==> config.mk <==
export PLATFORM = sky130hd
export DESIGN_NAME = bytecode_sequencer
export DESIGN_NICKNAME = d
export VERILOG_FILES = /design/src/rtl/bytecode_sequencer_pkg.sv /design/src/rtl/bytecode_sequencer_branch_target_calc.sv /design/src/rtl/bytecode_sequencer.sv
export SDC_FILE = /design/constraint.sdc
export NUM_CORES = 1
export LEC_CHECK = 0
export CORE_MARGIN = 4
export CORE_UTILIZATION = 30
export CTS_CLUSTER_DIAMETER = 100
export DETAILED_ROUTE_END_ITERATION = 6
export SYNTH_ARGS = -nofsm -noshare
export SYNTH_HDL_FRONTEND = slang
export SYNTH_SLANG_ARGS = --single-unit
==> constraint.sdc <==
create_clock -name clk -period 2.9 [get_ports clk]
set_input_delay 0.87 -clock clk [delete_from_list [all_inputs] [get_ports clk]]
set_output_delay 0.87 -clock clk [all_outputs]
set_load 0.01 [all_outputs]
==> src/rtl/bytecode_sequencer_pkg.sv <==
// Shared types and constants for the bytecode fetch/decode/execute sequencer.
package bytecode_sequencer_pkg;

  localparam int unsigned DATA_W = 32;
  localparam int unsigned OPC_W  = 8;
  localparam int unsigned ARGS_W = 16;
  localparam int unsigned CNT_W  = 2;

  // Return opcodes, shared with the opcode header
  localparam logic [OPC_W-1:0] OP_IRETURN = 8'hAC;
  localparam logic [OPC_W-1:0] OP_ARETURN = 8'hB0;
  localparam logic [OPC_W-1:0] OP_RETURN  = 8'hB1;

  localparam logic [CNT_W-1:0] ARGC_NONE    = 2'd0;
  localparam logic [CNT_W-1:0] STKARGS_NONE = 2'd0;

  typedef enum logic [3:0] {
    ST_FETCH,
    ST_OPC,
    ST_DECODE,
    ST_ARG,
    ST_POP,
    ST_EXEC,
    ST_WB,
    ST_NEXT,
    ST_HALT,
    ST_FAULT
  } state_t;

  function automatic logic is_return(input logic [OPC_W-1:0] op);
    return (op == OP_IRETURN) || (op == OP_ARETURN) || (op == OP_RETURN);
  endfunction

endpackage

==> src/rtl/bytecode_sequencer_branch_target_calc.sv <==
// Branch target (opcode address + signed 16-bit offset, modulo 2^PC_W) and take decision.
module bytecode_sequencer_branch_target_calc
  import bytecode_sequencer_pkg::*;
#(
  parameter int unsigned PC_W = 16
) (
  input  logic [PC_W-1:0]   opc_pc,
  input  logic [ARGS_W-1:0] offset,
  input  logic              isgoto,
  input  logic              iscmp,
  input  logic              cmp_true,
  output logic [PC_W-1:0]   target_c,
  output logic              take_c
);

  logic [PC_W-1:0] offset_ext;

  assign offset_ext = PC_W'($signed(offset));
  assign target_c   = opc_pc + offset_ext;
  assign take_c     = isgoto | (iscmp & cmp_true);

endmodule

==> src/rtl/bytecode_sequencer.sv <==
// Multi-cycle fetch/decode/execute controller: owns the PC, fetches opcode and
// argument bytes, sequences stack pops, one execute handshake and the writeback push.
module bytecode_sequencer
  import bytecode_sequencer_pkg::*;
#(
  parameter int unsigned PC_W = 16
) (
  input  logic              clk,
  input  logic              rst_n,
  output logic [PC_W-1:0]   pmem_addr,
  output logic              pmem_rd,
  input  logic [7:0]        pmem_data,
  output logic [OPC_W-1:0]  opcode,
  input  logic [CNT_W-1:0]  argc,
  input  logic [CNT_W-1:0]  stackargs,
  input  logic              stackwb,
  input  logic              isgoto,
  input  logic              iscmp,
  output logic [ARGS_W-1:0] args,
  output logic              stk_pop,
  output logic              stk_push,
  input  logic              stk_empty,
  input  logic              stk_full,
  output logic              exec_start,
  input  logic              exec_done,
  input  logic              cmp_true,
  output logic              halted,
  output logic              fault
);

  state_t           state;
  logic [PC_W-1:0]  pc;
  logic [PC_W-1:0]  opc_pc;
  logic [CNT_W-1:0] cnt;
  logic             branch_cmp;
  logic [PC_W-1:0]  target_c;
  logic             take_c;
  logic [PC_W-1:0]  next_pc_c;

  bytecode_sequencer_branch_target_calc #(
    .PC_W (PC_W)
  ) u_branch_target_calc (
    .opc_pc   (opc_pc),
    .offset   (args),
    .isgoto   (isgoto),
    .iscmp    (iscmp),
    .cmp_true (branch_cmp),
    .target_c (target_c),
    .take_c   (take_c)
  );

  assign next_pc_c = take_c ? target_c : pc;

  // Stack strobes are qualified by the same-cycle flags so a pop into an empty
  // stack or a push into a full one never reaches the stack.
  assign stk_pop  = (state == ST_POP) && !stk_empty;
  assign stk_push = (state == ST_WB) && stackwb && !stk_full;

  always_ff @(posedge clk) begin
    if (!rst_n) begin
      state      <= ST_FETCH;
      pc         <= '0;
      opc_pc     <= '0;
      cnt        <= '0;
      branch_cmp <= 1'b0;
      pmem_addr  <= '0;
      pmem_rd    <= 1'b0;
      opcode     <= '0;
      args       <= '0;
      exec_start <= 1'b0;
      halted     <= 1'b0;
      fault      <= 1'b0;
    end else begin
      case (state)
        // pmem_rd low here only straight out of reset: issue the read first
        ST_FETCH: begin
          if (pmem_rd) begin
            pmem_rd <= 1'b0;
            opc_pc  <= pc;
            state   <= ST_OPC;
          end else begin
            pmem_rd   <= 1'b1;
            pmem_addr <= pc;
          end
        end
        ST_OPC: begin
          opcode <= pmem_data;
          pc     <= pc + PC_W'(1);
          args   <= '0;
          state  <= ST_DECODE;
        end
        ST_DECODE: begin
          if (is_return(opcode)) begin
            halted <= 1'b1;
            state  <= ST_HALT;
          end else if (argc != ARGC_NONE) begin
            cnt       <= argc;
            pmem_rd   <= 1'b1;
            pmem_addr <= pc;
            state     <= ST_ARG;
          end else if (stackargs != STKARGS_NONE) begin
            cnt   <= stackargs;
            state <= ST_POP;
          end else begin
            exec_start <= 1'b1;
            state      <= ST_EXEC;
          end
        end
        // Read cycle while pmem_rd is up, capture cycle once it drops
        ST_ARG: begin
          if (pmem_rd) begin
            pmem_rd <= 1'b0;
          end else begin
            args <= {args[7:0], pmem_data};
            pc   <= pc + PC_W'(1);
            cnt  <= cnt - 2'd1;
            if (cnt != 2'd1) begin
              pmem_rd   <= 1'b1;
              pmem_addr <= pc + PC_W'(1);
            end else if (stackargs != STKARGS_NONE) begin
              cnt   <= stackargs;
              state <= ST_POP;
            end else begin
              exec_start <= 1'b1;
              state      <= ST_EXEC;
            end
          end
        end
        ST_POP: begin
          if (stk_empty) begin
            fault <= 1'b1;
            state <= ST_FAULT;
          end else begin
            cnt <= cnt - 2'd1;
            if (cnt == 2'd1) begin
              exec_start <= 1'b1;
              state      <= ST_EXEC;
            end
          end
        end
        // exec_done is only meaningful after the start pulse has gone
        ST_EXEC: begin
          exec_start <= 1'b0;
          if (!exec_start && exec_done) begin
            branch_cmp <= cmp_true;
            state      <= ST_WB;
          end
        end
        ST_WB: begin
          if (stackwb && stk_full) begin
            fault <= 1'b1;
            state <= ST_FAULT;
          end else begin
            state <= ST_NEXT;
          end
        end
        ST_NEXT: begin
          pc        <= next_pc_c;
          pmem_rd   <= 1'b1;
          pmem_addr <= next_pc_c;
          state     <= ST_FETCH;
        end
        ST_HALT:  state <= ST_HALT;
        ST_FAULT: state <= ST_FAULT;
        default: begin
          fault <= 1'b1;
          state <= ST_FAULT;
        end
      endcase
    end
  end

endmodule

== Word level (Yosys, flattened, before mapping) ==
Index checks and enable logic that the tools add are counted.

* Input bits: 21
* Flip-flop bits (word level): 83
* Output and inout port bits: 46
* Logic and storage cells: 124

* Equality and inequality tests: 29
* Bitwise logic cells: 3
* Add/subtract/negate cells: 3
* Reductions and logical operators: 30
* Multiplexer cells: 47

{| class="wikitable"
|+ Operator list
! cell !! number
|-
| 2-to-1 mux 16 bit || 8
|-
| one-hot mux 16 bit (4 select lines) || 1
|-
| one-hot mux 16 bit (3 select lines) || 1
|-
| one-hot mux 4 bit (9 select lines) || 1
|-
| 2-to-1 mux 4 bit || 8
|-
| one-hot mux 16 bit (2 select lines) || 1
|-
| equality test 8 bit (second input constant) || 3
|-
| inequality test 2 bit (second input constant) || 11
|-
| adder 16 x 1 -> 16 bit (second input constant) || 1
|-
| adder 16 bit || 1
|-
| equality test 4 x 3 -> 1 bit (second input constant) || 4
|-
| 2-to-1 mux 1 bit || 15
|-
| 2-to-1 mux 2 bit || 7
|-
| AND reduction 2 bit || 5
|-
| AND reduction 5 bit || 2
|-
| equality test 4 x 2 -> 1 bit (second input constant) || 2
|-
| equality test 4 bit (second input constant) || 2
|-
| one-hot mux 1 bit (4 select lines) || 2
|-
| nonzero test 4 bit || 2
|-
| OR reduction 8 bit || 1
|-
| AND reduction 7 bit || 1
|-
| inequality test 2 x 1 -> 1 bit (second input constant) || 3
|-
| one-hot mux 2 bit (3 select lines) || 1
|-
| AND reduction 3 bit || 2
|-
| 17 further kinds || 27
|}

== Logic depth before layout (Yosys ltp) ==
Gate-level depths: netlist (run 1).

* Depth in word-level cells: 5
* Gate-level depth with buffers: 9
* Mapped depth without buffers: 8

== Hierarchy ==
From an unflattened synthesis (run 1), not the netlist that was laid out.

* Cells, all modules: 699
* Area, all modules: 5371.4 sq um

{| class="wikitable"
|+ By module, submodules not included
! module !! cells each !! instances !! area an instance (sq um) !! sequential area each (sq um)
|-
| bytecode_sequencer || 594 || 1 || 4558.1 || 1661.6
|-
| bytecode_sequencer_branch_target_calc || 105 || 1 || 813.3 || 0.0
|}

== Worst setup path before layout (run 1) ==
Ideal clock, no wire load.

* Path type: flip-flop to output port
* From: reg state[2]
* To: out stk_push
* Required time: 2.030 ns
* Arrival: 1.456 ns
* Cell stages (with the launch flop): 6
* Slack: 0.574 ns
* Buffers on the path: 3
* Cell sequence: dfxtp_1 buf_4 clkbuf_1 buf_1 nand3_1 nor4_1

* Cells in the longest elaborated chain, start to end: 3

{| class="wikitable"
|+ Ends and longest elaborated chain
! what !! RTL line !! text
|-
| from (decl) || bytecode_sequencer.sv:31 || <nowiki>state_t state;</nowiki>
|-
| from (signal assigned) || bytecode_sequencer.sv:61 || <nowiki>state <= ST_FETCH;</nowiki>
|-
| from (signal assigned) || bytecode_sequencer.sv:80 || <nowiki>state <= ST_OPC;</nowiki>
|-
| from (signal assigned) || bytecode_sequencer.sv:90 || <nowiki>state <= ST_DECODE;</nowiki>
|-
| equality test 4 x 3 -> 1 bit || bytecode_sequencer.sv:57 || <nowiki>assign stk_push = (state == ST_WB) && stackwb && !stk_full;</nowiki>
|-
| logical AND 1 bit (2 in series) || bytecode_sequencer.sv:57 ||
|-
| to (decl) || bytecode_sequencer.sv:21 || <nowiki>output logic stk_push,</nowiki>
|}

No other way between the ends.

== Worst setup path in the final report (run 1) ==
* From: in stackwb
* To: out stk_push

* Cells in the longest elaborated chain, start to end: 2

{| class="wikitable"
|+ Ends and longest elaborated chain
! what !! RTL line !! text
|-
| from (decl) || bytecode_sequencer.sv:16 || <nowiki>input logic stackwb,</nowiki>
|-
| logical AND 1 bit (2 in series) || bytecode_sequencer.sv:57 ||
|}

No other way between the ends.

==> flow_summary.toml, run 1 <==
[clocking]
root_buffer = "clkbuf_16"
cts_hold_buffers = 0
cts_buffer_depth = 2
clkSlewWorstSetupHoldPaths_ns = 0.06
cts_sinks = 83
cts_max_level = 3
clock_latency_ns = 0.35
cts_made_buffers = 9
cts_tree = "built"

[place]
port_buffers = 66
dp_hpwl_mm = 12.3
dpl_worst_slack_ns = -0.185
gp_congestion = 0.907
dpl-instance-area_um2 = 6170

[critical_path]
path_delay_family = "buffers and inverters"
start_kind = "primary input"
crit_fanout = 2
end_kind = "primary output"
regToRegSetupSlack_ns = 0.34
max_stage_delay_ns = 0.48
crit_required_ns = 2.03
cp.arrival_ns = 1.88
r2r_end = "pmem_addr[6]$_SDFFE_PN0P_"
path_cells = "clkdlybuf4s50_1 -> nand3_1 -> nor4_2 -> dlygate4sd2_1"
rr_worst_depth = 8
cp-endpoint = "stk_push"
worst-path-buf-inv = 2
path_depth = 4
worstSetupPathType = "in2out"
startpoint = "stackwb"
cp_slowest_cell = "clkdlybuf4s50_1"
r2r_start = "args[0]$_SDFFE_PN0P_"

[timing]
setup_viol = 0
slew_headroom = 0.515
maxSlewViolCount = 0
fin_crit_sh = 0.947
final.setup_skew_ns = 0.0109
setup_tns_ns = 0
finalCriticalPeriod_ns = 2.75
rsz0062_at_grt = "no"
setup_ws_ns = 0.154
hold_viol = 0
tightest_slew_ns = 0.725
fmax_ghz = 0.364

[run]
drv_cap = 0

[global_routing]
grt_pass1_wl_mm = 27.5
antenna_found_initial = 0
grt_max_degree = 38
grt_usage = 0.173
first_global_vias = 4898
overflow = 0

[floorplanning]
pin_count = 67
fp.dieH_um = 140
die_w_um = 140
initial_core_util = 0.310
design.core.area_um2 = 16800
rows = 47
dieArea_um2 = 19500

[synth]
async_flop_share = 0
synth_top_family_by_area = "compound AO/OA/AOI/OAI gates"
synth_cells = 723
synth-compound-area-share = 0.277
synth_edf_count = 0
ys_ff_latch = 83
synth_simple_gate_area_frac = 0.274
synth.area.top_cells = "dfxtp_1, a21oi_1, nand2_1"
synth_top_area_share = 0.320
avgSynthCellArea_um2 = 7.18
synth_adder_area_share = 0.0448
synth_xor_area_frac = 0.0152
synth_nets = 762
ys_seq_area_frac = 0.320
synth.distinct_cells = 68
yosysWarnings = 0
synth_mux_area_frac = 0.0157
netlist_area_um2 = 5190
synth.largest_area_cell = "dfxtp_1"
synthFlopType = "dfxtp_1"

[power]
power_mw = 4.46
seqPwrFrac = 0.332
netSwitchingFraction = 0.385
p_leak_nw = 2.29
power_frac_clock = 0.259
net-switching-power_mw = 1.72
ir_drop_mv = 0.280
intPower_mw = 2.74
p_comb_frac = 0.409
power-per-cell-area_nw_per_um2 = 690

[min_path]
hp-class = "reg2reg"

[layout]
finish.utilization = 0.386
fin_area_um2 = 6470
fill_cells = 1774
insertedDiodeCount = 0
area_delta_synth_final_pct = 24.6
drive_gt1_frac = 0.0779
final_common_cell = "nand2_1"
final_nets = 818
layout_common_cells = "nand2_1, a21oi_1, dfxtp_1"

[routing]
num_vias = 5539
routed_wl_mm = 16.9
drt_iter0_drc = 465
ant_nets = 0
via_per_inst = 5.52
post_drt_wl_per_cell_um = 16.8
drtPass1Iterations = 5
drc = 0

[run_status]
status = "finished, final reports clean"
[kinds of logic (layout without fill, tap and decap cells)]
logic type / after synthesis / after routing
AND/OR/NAND/NOR: 294 / 294
multiplexers: 8 / 8
buffers and inverters: 69 / 129
flip-flops: 83 / 83
adder cells (fa/ha/maj): 18 / 18
AO/OA/AOI/OAI: 242 / 242
XOR/XNOR: 9 / 9
[stage by stage]
stage | instances | hold WS, ns
floorplan | 723 | 0.440
global placement | 988 | 0.439
detailed placement | 988 | 0.442
CTS | 1003 | 0.451
global route | 1003 | 0.472
finish | 1003 | 0.447
[power by group through the flow]
stage | registers, mW | logic, mW | clock network, mW
floorplan | 1.52 | 1.00 | 0
global placement | 1.51 | 1.81 | 0
detailed placement | 1.51 | 1.81 | 0
CTS | 1.48 | 1.82 | 1.17
global route | 1.51 | 2.00 | 1.21
finish | 1.48 | 1.82 | 1.15
[state kept, by name, summed over array words and instances (netlist names)]
| register | count |
|---|---|
| args | 16 |
| opc_pc | 16 |
| pc | 16 |
| pmem_addr | 16 |
| opcode | 8 |
| state | 4 |
| cnt | 2 |
| branch_cmp | 1 |
| exec_start | 1 |
| fault | 1 |
| halted | 1 |
| pmem_rd | 1 |
[final cells by class]
class	instances	area, µm²	share of cell area
clock buffer	10	229	0.0354
sequential	83	1660	0.257
multi-input combinational	571	3270	0.506
timing repair buffer	101	925	0.143
inverter	13	48.8	0.00755
clock inverter	5	55.1	0.00851
tap	220	275	0.0426
[worst register-to-register path, stage by stage (launching register included)]
cell,delay [ns]
dfxtp_1,0.36
ha_1,0.26
fa_1,0.41
a21o_1,0.21
a221oi_2,0.34
xor2_1,0.17
o21ai_0,0.17
a221oi_1,0.41
a21oi_1,0.11
[routing by layer]
layer | GRT usage | up-vias | part of all wire
li1 | - | 2758 | -
met1 | 0.263 | 2569 | 0.49
met2 | 0.252 | 197 | 0.43
met3 | 0.0309 | 15 | 0.066
met4 | 0.0418 | 0 | 0.011
met5 | 0 | - | 0
[Yosys cell counts, drive strengths merged, types with 4 or more instances]
library cell and instances:
a22oi 5, dfxtp 83, mux2i 7, a311oi 5
or3 10, a21o 9, nand3 40, buf 10
nor3 19, or4 4, o21ai 50, xnor2 5
ha 17, a221oi 4, xor2 4, clkbuf 46
a21oi 108, and3 7, nand2b 6, nor2b 4
nor2 43, nand2 121, o21a 6, nor3b 5
nand4 10, and2 4, o211ai 6, o22ai 9
a31oi 14, inv 13
[worst min path at each step]
stage / from / depth (start not counted) / slack (ns) / end
2_1_floorplan: opc_pc[0]$_SDFFE_PN0P_ / 2 / 0.44 / opc_pc[0]$_SDFFE_PN0P_
3_3_place_gp: halted$_SDFFE_PN0P_ / 2 / 0.44 / halted$_SDFFE_PN0P_
3_5_place_dp: halted$_SDFFE_PN0P_ / 2 / 0.44 / halted$_SDFFE_PN0P_
4_1_cts: halted$_SDFFE_PN0P_ / 2 / 0.45 / halted$_SDFFE_PN0P_
5_1_grt: halted$_SDFFE_PN0P_ / 2 / 0.47 / halted$_SDFFE_PN0P_
6_report: halted$_SDFFE_PN0P_ / 2 / 0.45 / halted$_SDFFE_PN0P_
[timing repair]
item	in CTS	in global routing
buffers inserted	0	0
gates resized for setup	1	3
endpoints found under the setup margin	1	3
No activity file was read; power rests on OpenSTA's default activity.
==> run 2, diff against run 1 <==
==> constraint.sdc (replaced) <==
create_clock -name clk -period 2.9 [get_ports clk]
set_input_delay 0.435 -clock clk [delete_from_list [all_inputs] [get_ports clk]]
set_output_delay 0.435 -clock clk [all_outputs]
set_load 0.01 [all_outputs]
==> run 2 against run 1 <==
Effect of this change:
- worst setup slack gained 0.14 ns
- sequential cell count is the same
- sequential power is essentially flat
- clock skew shrank 0.0021 ns
- sequential share of layout area grew 0.24 points
- cell count shrank 0.80%
- critical path depth grew 1
- register-to-register slack gained 0.03 ns
- critical path type is now reg2out
- largest power group unchanged
==> flow_summary.toml, run 2 (synthesis gave the netlist of run 1 again) <==
[clocking]
cts_hold_buffers = 0
cts_made_buffers = 9
cts_max_level = 3
cts_tree = "built"
clkSlewWorstSetupHoldPaths_ns = 0.06
cts_sinks = 83
cts_buffer_depth = 2
post-cts-setup-buffers = 0
postCtsResizedCells = 0
root_buffer = "clkbuf_16"
clock_latency_ns = 0.35

[place]
dp.cells = 979
dp_hpwl_mm = 12.1
port_buffers = 66
gp_congestion = 0.903

[global_routing]
grt_max_degree = 65
first_global_vias = 5055
overflow = 0
grt_pass1_wl_mm = 27.5
grt_usage = 0.172
antenna_found_initial = 0

[routing]
drt_iter0_drc = 348
via_per_inst = 5.44
drtPass1Iterations = 5
routed_wl_mm = 16.7
drc = 0
num_vias = 5414
post_drt_wl_per_cell_um = 16.8
ant_nets = 0

[run_status]
status = "finished, final reports clean"

[layout]
final_cells = 995
area_delta_synth_final_pct = 23.4
layout_common_cells = "nand2_1, a21oi_1, dfxtp_1"
ff_latch_area_um2 = 1660
multiInputGateArea_um2 = 3260
fill_cells = 1798
final_common_cell = "nand2_1"
final_nets = 809
insertedDiodeCount = 0
drive_gt1_frac = 0.0658

[timing]
fin_crit_sh = 0.899
fmax_ghz = 0.383
slew_headroom = 0.510
tightest_slew_ns = 0.735
hold_viol = 0
rsz0062_at_grt = "no"
maxSlewViolCount = 0
finalCriticalPeriod_ns = 2.61
setup_tns_ns = 0
final.setup_skew_ns = 0.00886
setup_viol = 0

[critical_path]
crit_fanout = 12
start_kind = "register"
rr_worst_depth = 8
crit_required_ns = 2.47
end_kind = "primary output"
worstSetupPathType = "reg2out"
cp.arrival_ns = 2.17

[floorplanning]
initial_core_util = 0.310
die_w_um = 140
fp.dieH_um = 140
rows = 47
pin_count = 67
design.core.area_um2 = 16800
dieArea_um2 = 19500

[power]
p_leak_nw = 2.23
power-per-cell-area_nw_per_um2 = 697
ir_drop_mv = 0.296

[min_path]
hold-path-cell-count = 2
hp-class = "reg2reg"

[run]
drv_cap = 0
-- run 2: cell types whose count changed in the layout (fill, tap and decap cells not counted) --
cell / previous run / this run
buf_4: 35 / 26
clkbuf_8: 0 / 2
clkdlybuf4s50_1: 64 / 66
clkinvlp_4: 2 / 0
a221oi_1: 3 / 4
a221oi_2: 1 / 0
clkinv_4: 0 / 1
dlygate4sd2_1: 1 / 0
dlymetal6s2s_1: 1 / 0
nor4_1: 2 / 3
nor4_2: 1 / 0
-- run 2: metal layers --
layer / up-vias / share of wire / track usage
met4: 0 / 0.019 / 0.0556
met1: 2482 / 0.49 / 0.253
li1: 2734 / - / -
met3: 24 / 0.065 / 0.0278
met5: - / 0 / 0
met2: 174 / 0.43 / 0.255
-- run 2: layout make-up --
cell class | count | share of cell area
multi-input cells | 571 | 0.509
flip-flops and latches | 83 | 0.259
repair buffers | 92 | 0.134
well taps | 220 | 0.0430
clock buffers | 12 | 0.0400
clock inverters | 4 | 0.00762
inverters | 13 | 0.00762
-- run 2: path summary, 6_finish.rpt --
check,start,endpoint,slack (ns)
min reg2reg,halted$_SDFFE_PN0P_,halted$_SDFFE_PN0P_,0.45
max,state[0]$_SDFFE_PN0P_,stk_pop,0.29
max reg2reg,args[0]$_SDFFE_PN0P_,pmem_addr[6]$_SDFFE_PN0P_,0.37
min,halted$_SDFFE_PN0P_,halted$_SDFFE_PN0P_,0.45
-- run 2: stage by stage --
step / hold slack, ns / power, mW / cell area, µm² / worst slack [ns] / utilization
detailed placement: 0.443 / 3.29 / 6100 / 0.249 / 0.364
global placement: 0.442 / 3.28 / 6100 / 0.291 / 0.364
global route: 0.484 / 4.73 / 6410 / 0.107 / 0.382
finish: 0.445 / 4.47 / 6410 / 0.292 / 0.382
floorplan: 0.440 / 2.53 / 5190 / 0.610 / -
CTS: 0.451 / 4.49 / 6410 / 0.296 / 0.382
-- run 2: critical path: stages, from the launching register on --
cell and delay [ns]:
dfxtp_1 0.43, buf_4 0.23, nor2_1 0.27, nand2_1 0.18, nor2_1 0.16, clkdlybuf4s50_1 0.56
-- run 2: power by group --
| part | total [mW] | switching (mW) | leakage (nW) | internal (mW) |
|---|---|---|---|---|
| logic | 1.77 | 1.04 | 1.41 | 0.734 |
| clock network | 1.19 | 0.475 | 0.153 | 0.713 |
| registers | 1.51 | 0.177 | 0.673 | 1.33 |
